--- src/rtl/oisc8_pkg.sv ---
// oisc8_pkg: shared widths, idle bus codes and fetch FSM state encoding for
// the OISC8 core.
//   SAWIDTH/DAWIDTH : source / destination address widths
//   IWIDTH          : instruction word width {imm, dst, src}
//   DST_IDLE        : destination code no port decodes (also the HALT code)
//   SRC_NULL        : idle source address
//   e_fetch_state   : fetch FSM states
package oisc8_pkg;

  localparam int SAWIDTH = 8;
  localparam int DAWIDTH = 4;
  localparam int IWIDTH  = SAWIDTH + DAWIDTH + 1;

  localparam logic [DAWIDTH-1:0] DST_IDLE = 4'hF;
  localparam logic [SAWIDTH-1:0] SRC_NULL = '0;

  typedef enum logic [1:0] {
    S_REQ  = 2'd0,
    S_EXEC = 2'd1,
    S_HALT = 2'd2
  } e_fetch_state;

  // A word whose destination is the idle code halts the core.
  function automatic logic is_halt(input logic [IWIDTH-1:0] word);
    return word[SAWIDTH +: DAWIDTH] == DST_IDLE;
  endfunction

endpackage

--- src/rtl/oisc8_pc.sv ---
// oisc8_pc: program counter register.
//   clk, rst  : clock, synchronous active-high reset (loads RESET_PC)
//   hold      : keep current value (highest priority after rst)
//   load      : load load_val (branch)
//   inc       : advance by one, wrapping modulo 2^PC_WIDTH
//   load_val  : branch destination
//   pc        : current program counter
module oisc8_pc #(
  parameter int                  PC_WIDTH = 16,
  parameter logic [PC_WIDTH-1:0] RESET_PC = '0
) (
  input  logic                clk,
  input  logic                rst,
  input  logic                hold,
  input  logic                load,
  input  logic                inc,
  input  logic [PC_WIDTH-1:0] load_val,
  output logic [PC_WIDTH-1:0] pc
);

  always_ff @(posedge clk) begin
    if (rst) begin
      pc <= RESET_PC;
    end else if (hold) begin
      pc <= pc;
    end else if (load) begin
      pc <= load_val;
    end else if (inc) begin
      pc <= pc + PC_WIDTH'(1);
    end
  end

endmodule

--- src/rtl/oisc8_fetch.sv ---
// oisc8_fetch: instruction fetch / present FSM for the OISC8 core.
// Fetches one 13-bit word per instruction from the ROM, presents it on the
// instruction bus for (at least) one cycle, then advances or branches.
//   clk, rst        : clock, synchronous active-high reset
//   rom_addr/rom_rd : ROM address (= pc) and read request (S_REQ only)
//   rom_rdata/valid : returned instruction word and its strobe
//   stall           : hold the presented instruction
//   br_take/target  : branch condition and destination, used when leaving S_EXEC
//   imm, instr_dst, instr_src, imm_en, instr_valid : instruction bus
//   pc              : address of the presented instruction
//   halted          : core stopped on a HALT word; only rst restarts it
module oisc8_fetch
  import oisc8_pkg::*;
#(
  parameter int                  PC_WIDTH = 16,
  parameter logic [PC_WIDTH-1:0] RESET_PC = '0
) (
  input  logic                clk,
  input  logic                rst,
  output logic [PC_WIDTH-1:0] rom_addr,
  output logic                rom_rd,
  input  logic [IWIDTH-1:0]   rom_rdata,
  input  logic                rom_valid,
  input  logic                stall,
  input  logic                br_take,
  input  logic [PC_WIDTH-1:0] br_target,
  output logic                imm,
  output logic [DAWIDTH-1:0]  instr_dst,
  output logic [SAWIDTH-1:0]  instr_src,
  output logic                imm_en,
  output logic                instr_valid,
  output logic [PC_WIDTH-1:0] pc,
  output logic                halted
);

  e_fetch_state      state;
  logic [IWIDTH-1:0] ir;
  logic              in_exec;
  logic              advance;

  // Leaving S_EXEC normally: not stalled and not a HALT word.
  assign advance = (state == S_EXEC) && !stall && !is_halt(ir);

  oisc8_pc #(
    .PC_WIDTH (PC_WIDTH),
    .RESET_PC (RESET_PC)
  ) u_pc (
    .clk      (clk),
    .rst      (rst),
    .hold     (!advance),
    .load     (advance && br_take),
    .inc      (advance && !br_take),
    .load_val (br_target),
    .pc       (pc)
  );

  always_ff @(posedge clk) begin
    if (rst) begin
      state  <= S_REQ;
      ir     <= '0;
      halted <= 1'b0;
    end else begin
      case (state)
        S_REQ: begin
          if (rom_valid) begin
            ir    <= rom_rdata;
            state <= S_EXEC;
          end
        end
        S_EXEC: begin
          // HALT wins over stall and branch; pc stays on the HALT word.
          if (is_halt(ir)) begin
            state  <= S_HALT;
            halted <= 1'b1;
          end else if (!stall) begin
            state <= S_REQ;
          end
        end
        S_HALT: begin
          state <= S_HALT;
        end
        default: begin
          state <= S_REQ;
        end
      endcase
    end
  end

  // Bus outputs are gated by rst so a reset cancels a fetch or stall at once.
  assign in_exec     = (state == S_EXEC) && !rst;
  assign rom_rd      = (state == S_REQ) && !rst;
  assign rom_addr    = pc;
  assign instr_valid = in_exec;
  assign imm         = in_exec && ir[IWIDTH-1];
  assign imm_en      = in_exec && ir[IWIDTH-1];
  assign instr_dst   = in_exec ? ir[SAWIDTH +: DAWIDTH] : DST_IDLE;
  assign instr_src   = in_exec ? ir[SAWIDTH-1:0]        : SRC_NULL;

endmodule
--- config.mk ---
export PLATFORM = sky130hd
export DESIGN_NAME = oisc8_fetch
export DESIGN_NICKNAME = d
export VERILOG_FILES = /design/src/rtl/oisc8_pkg.sv /design/src/rtl/oisc8_pc.sv /design/src/rtl/oisc8_fetch.sv
export SDC_FILE = /design/constraint.sdc
export NUM_CORES = 1
export LEC_CHECK = 0
export CAP_MARGIN = 20
export CORE_UTILIZATION = 30
export CTS_CLUSTER_DIAMETER = 60
export DETAILED_ROUTE_END_ITERATION = 8
export GPL_TIMING_DRIVEN = 0
export PLACE_DENSITY = 0.69
export SYNTH_ARGS = -nofsm -noshare
export SYNTH_HDL_FRONTEND = slang
export SYNTH_HIERARCHICAL = 1
export SYNTH_SLANG_ARGS = --single-unit
export TNS_END_PERCENT = 100
--- constraint.sdc ---
create_clock -name clk -period 3.9 [get_ports clk]
set_input_delay 0.39 -clock clk [delete_from_list [all_inputs] [get_ports clk]]
set_output_delay 0.39 -clock clk [all_outputs]
set_load 0.02 [all_outputs]
# Word level (Yosys, flattened, before mapping)
# Cells that the tools add are included.
# W data, S select, Z words.
# word_totals
register_bits	32
input_bits	34
output_inout_bits	49
# op_classes
add_sub_neg	1
eq_ne	5
muxes	8
reduce_logical	17
# ops
operator	n
$mux W16	2
$add A16 B1 Y16 const B	1
$mux W8	1
$reduce_and A2 Y1	4
$logic_and A1 B1 Y1	7
$mux W2	3
$pmux W2 S3	1
$eq A4 B4 Y1 const B	1
$logic_not A1 Y1	4
$mux W4	1
$ne A3 B2 Y1 const B	1
$eq A2 B1 Y1 const B	1
$eq A2 B2 Y1 const B	1
$logic_not A2 Y1	1
$ne A2 B2 Y1 const B	1
$reduce_bool A2 Y1	1

# Longest topological paths before layout
# depth
word_depth	6
ltp_mapped	8

# Cells and area by module
# The synthesis kept the hierarchy.
# modules_own_cells
module	instances	cells_each	area_per_inst_um2
oisc8_pc	1	138	1091.0
oisc8_fetch	1	104	978.4

# Worst setup path after synthesis
# OpenSTA, ideal clock, no wires.
# synth_path
kind	register to register
start	register state[1]
end	register u_pc.pc[1]
setup_time_ps	86
arrival_time_ps	1706
path_slack_ps	2109
stages_incl_launch_ff	8
n_path_buf	2
period_less_slack_ps	1791
cell_sequence	dfxtp_1 -> nand2b_1 -> or3_1 -> o21ba_2 -> buf_2 -> buf_2 -> nor2_1 -> a211oi_1
# synth_via
elab_chain_cells	6
# synth_lines
element	line	rtl
from (decl)	oisc8_fetch.sv:36	e_fetch_state state;
from (signal assigned)	oisc8_fetch.sv:59	state <= S_REQ;
from (signal assigned)	oisc8_fetch.sv:67	state <= S_EXEC;
from (signal assigned)	oisc8_fetch.sv:73	state <= S_HALT;
$eq A2 B1 Y1 (*)	oisc8_fetch.sv:42	assign advance = (state == S_EXEC) && !stall && !is_halt(ir);
$logic_and A1 B1 Y1 (*) (2 in series)	oisc8_fetch.sv:42	
$logic_and A1 B1 Y1, on equally long branches	oisc8_fetch.sv:52, oisc8_fetch.sv:51	
$reduce_bool A2 Y1 (no source line)	-	
$reduce_and A2 Y1 (no source line)	-	
to (signal assigned)	oisc8_pc.sv:25	pc <= pc;
to (signal assigned)	oisc8_pc.sv:27	pc <= load_val;
to (signal assigned)	oisc8_pc.sv:29	pc <= pc + PC_WIDTH'(1);
to (decl)	oisc8_pc.sv:18	output logic [PC_WIDTH-1:0] pc
# Every way passes the cells marked *; elsewhere a longest branch is shown, timed or not.
# A chain may end at the register's enable or synchronous reset.

# Final worst setup path
# layout_path
start	input rst
end	output imm_en
# layout_via
elab_chain_cells	3
# layout_lines
element	line	rtl
from (decl)	oisc8_fetch.sv:19	input logic rst,
$logic_not A1 Y1	oisc8_fetch.sv:90	assign in_exec = (state == S_EXEC) && !rst;
$logic_and A1 B1 Y1	oisc8_fetch.sv:90	
$logic_and A1 B1 Y1	oisc8_fetch.sv:95	assign imm_en = in_exec && ir[IWIDTH-1];
to (decl)	oisc8_fetch.sv:30	output logic imm_en,
# Every way passes these cells.

==> run_results.csv <==
group,metric,value,unit
timing,final-hold-violation-count,0,
timing,rsz0062_at_grt,"no",
grt,grt_start_max_net_pins,11,
grt,grt_pass1_vias,1842,
timing,setup_viol,0,
floorplanning,row_count,29,
place,dp_hpwl,4190,um
cts,hold_buffers,0,
final_layout,area_growth,50.4,%
floorplanning,io_pins,83,
run,max_cap_violations,0,
timing,tightest_slew,540,ps
grt,groute.usage.overall,16.1,%
yosys,yosys.area.top_type,"dfxtp_1",
final_layout,drive_above_1_share,13.9,%
floorplanning,chipWidth,85.1,um
yosys,synth_area_leaders,"dfxtp_1, nand2b_1, mux2i_1, buf_4, and2_1",
grt,antenna_found_initial,0,
power,total_power,0.875,mW
timing,slew_headroom,63.6,%
setup_path,r2r_start,"ir[11]$_SDFFE_PP0P_",
cts,cts.root.buffer_cell,"clkbuf_8",
cts,cts_sinks,32,
yosys,ys_ff_latch,32,
final_layout,utilization,47.9,%
outcome,status,"finished clean",
power,power_density,281,nW/um^2
setup_path,reg2reg_slack,1790,ps
final_layout,fillerInstances,633,
floorplanning,die_area,7230,sq um
detailed_routing,vias_per_cell,5.05,
detailed_routing,drt_first_pass_iters,4,
setup_path,crit_required,3510,ps
yosys,synthTopCellsByCount,"dfxtp_1, nand2b_1, buf_4",
cts,cts_resized,0,
yosys,synthesis.area,2070,sq um
timing,fmax,367,MHz
setup_path,rr_worst_depth,8,
yosys,ys_warn_count,6,
final_layout,antenna_cells,0,
detailed_routing,drtIter0Drc,182,
detailed_routing,ant_nets,0,
setup_path,critPathLaunchType,"input pin",
worst_hold_path,hold_path_depth,2,
place,portBuffers,82,
detailed_routing,wl,5660,um
power,p_leak,1.16,nW
floorplanning,initial_core_util,31.9,%
timing,skew,12.3,ps
detailed_routing,dr_total_vias,2067,
setup_path,end_kind,"output port",
timing,finalCriticalPeriod,2720,ps
cts,htree_levels,2,
worst_hold_path,hold_path.class,"reg2reg",
yosys,dominantRegCellSynth,"dfxtp_1",
yosys,syn_inst,242,
final_layout,nets,366,
yosys,synth-edff-count,0,
detailed_routing,drc,0,
cts,cts_made_buffers,5,
yosys,synth_nets,277,
setup_path,crit_type,"in2out",
worst_hold_path,worstHoldStart,"ir[7]$_SDFFE_PP0P_",
yosys,synth_top_area_share,31.0,%
cts,cts_setup_buffers,0,
yosys,yosysSeqAreaShare,31.0,%
yosys,async_flop_share,0,%
detailed_routing,wl_per_cell,13.8,um
place,gp_congestion,0.880,
timing,fin_setup_tns,0,ps
setup_path,r2r_end,"u_pc/pc[0]$_SDFFE_PP0P_",
yosys,synth_cell_types,51,
grt,grt_pass1_wl,9320,um
floorplanning,fp.dieH,85.1,um
yosys,avgSynthCellArea,8.55,sq um
cts,cts_buffer_depth,2,
floorplanning,design.core.area,6490,sq um
timing,maxSlewViolCount,0,
worst_hold_path,hold_end,"ir[7]$_SDFFE_PP0P_",
cts,cts_tree,"yes",
place,dp.cells,401,
grt,overflow,0,
power,irDropWorstVdd,0.169,mV
setup_path,arrival,2330,ps
timing,period_share,69.8,%
final_layout,layoutNonFillerInstCount,409,
cts,insertion_delay,290,ps
cts,clkTransAtPathRegs,70,ps
setup_path,critPathMaxFanout,10,
[sequential cells by signal, summed over array words and instances (netlist names)]
signal / count
u_pc/pc: 16
ir: 13
state: 2
halted: 1
[worst max-delay path: stages]
cell and delay, ps:
clkdlybuf4s50_1 500, nor3b_4 400, buf_6 190, and2_1 150, buf_4 100, clkdlybuf4s50_1 590
[report_power, final]
part / total, mW / leakage (nW) / switching, mW / internal, mW
Combinational: 0.161 / 0.832 / 0.0683 / 0.0926
Clock: 0.357 / 0.0645 / 0.132 / 0.226
Sequential: 0.357 / 0.261 / 0.0152 / 0.342
[per-stage QoR]
| step | instance area, sq um | hold slack, ps | setup WS (ps) |
|---|---|---|---|
| final | 3110 | 469 | 1180 |
| after global routing | 3110 | 487 | 1070 |
| after CTS | 3110 | 476 | 1140 |
| after detailed placement | 2990 | 463 | 1150 |
| after global placement | 2990 | 454 | 1170 |
| after floorplan | 2070 | 444 | 2110 |
[routing by layer]
layer / up-vias / GRT usage [%] / share of wire [%]
met4: 0 / 4.47 / 0.90
met2: 108 / 24.8 / 44
met3: 5 / 5.93 / 12
met5: - / 0 / 0
li1: 1034 / - / -
met1: 920 / 21.1 / 44
[cell type report]
cell class                      instances  area (sq um)  share of cell area [%]
Tap cell                               77          96.3                    3.09
Sequential cell                        32           641                    20.6
Buffer                                 35           226                    7.27
Inverter                                4          15.0                   0.482
Timing Repair Buffer                   82           821                    26.4
Clock buffer                            7          96.3                    3.09
Multi-Input combinational cell        171          1190                    38.1
Clock inverter                          1          30.0                   0.965
[worst max-delay path by stage]
| stage | from | endpoint | slack [ps] | depth (start not counted) |
|---|---|---|---|---|
| after floorplan | state[1]$_SDFFE_PP0P_ | u_pc/pc[1]$_SDFFE_PP0P_ | 2110 | 7 |
| after global placement | rst | imm_en | 1170 | 6 |
| after detailed placement | rst | imm_en | 1150 | 6 |
| after CTS | rst | imm_en | 1140 | 6 |
| after global routing | rst | imm_en | 1070 | 6 |
| final | rst | imm_en | 1180 | 6 |
[logic make-up (layout without fill, tap and decap cells)]
group                      Yosys count  count (layout)  synth area share (%)
and+or+nand+nor                    101             101                  30.9
DFF                                 32              32                  31.0
AOI/OAI and AO/OA                   53              53                  18.1
adders and majority gates            1               1                 0.604
buffers and inverters               39             129                  11.7
muxes                               16              16                  7.74
[layout by cell type (no fill, tap or decap), types with 7 or more instances in the layout]
cell type / instances
clkdlybuf4s50_1: 82
nand2b_1: 32
dfxtp_1: 32
buf_4: 17
mux2i_1: 16
nand2_1: 13
and2_1: 9
a21oi_1: 9
nor2_1: 9
clkbuf_1: 7
clkbuf_8: 7
buf_2: 7
a31oi_1: 7
Power figures use the tool's default switching activity.
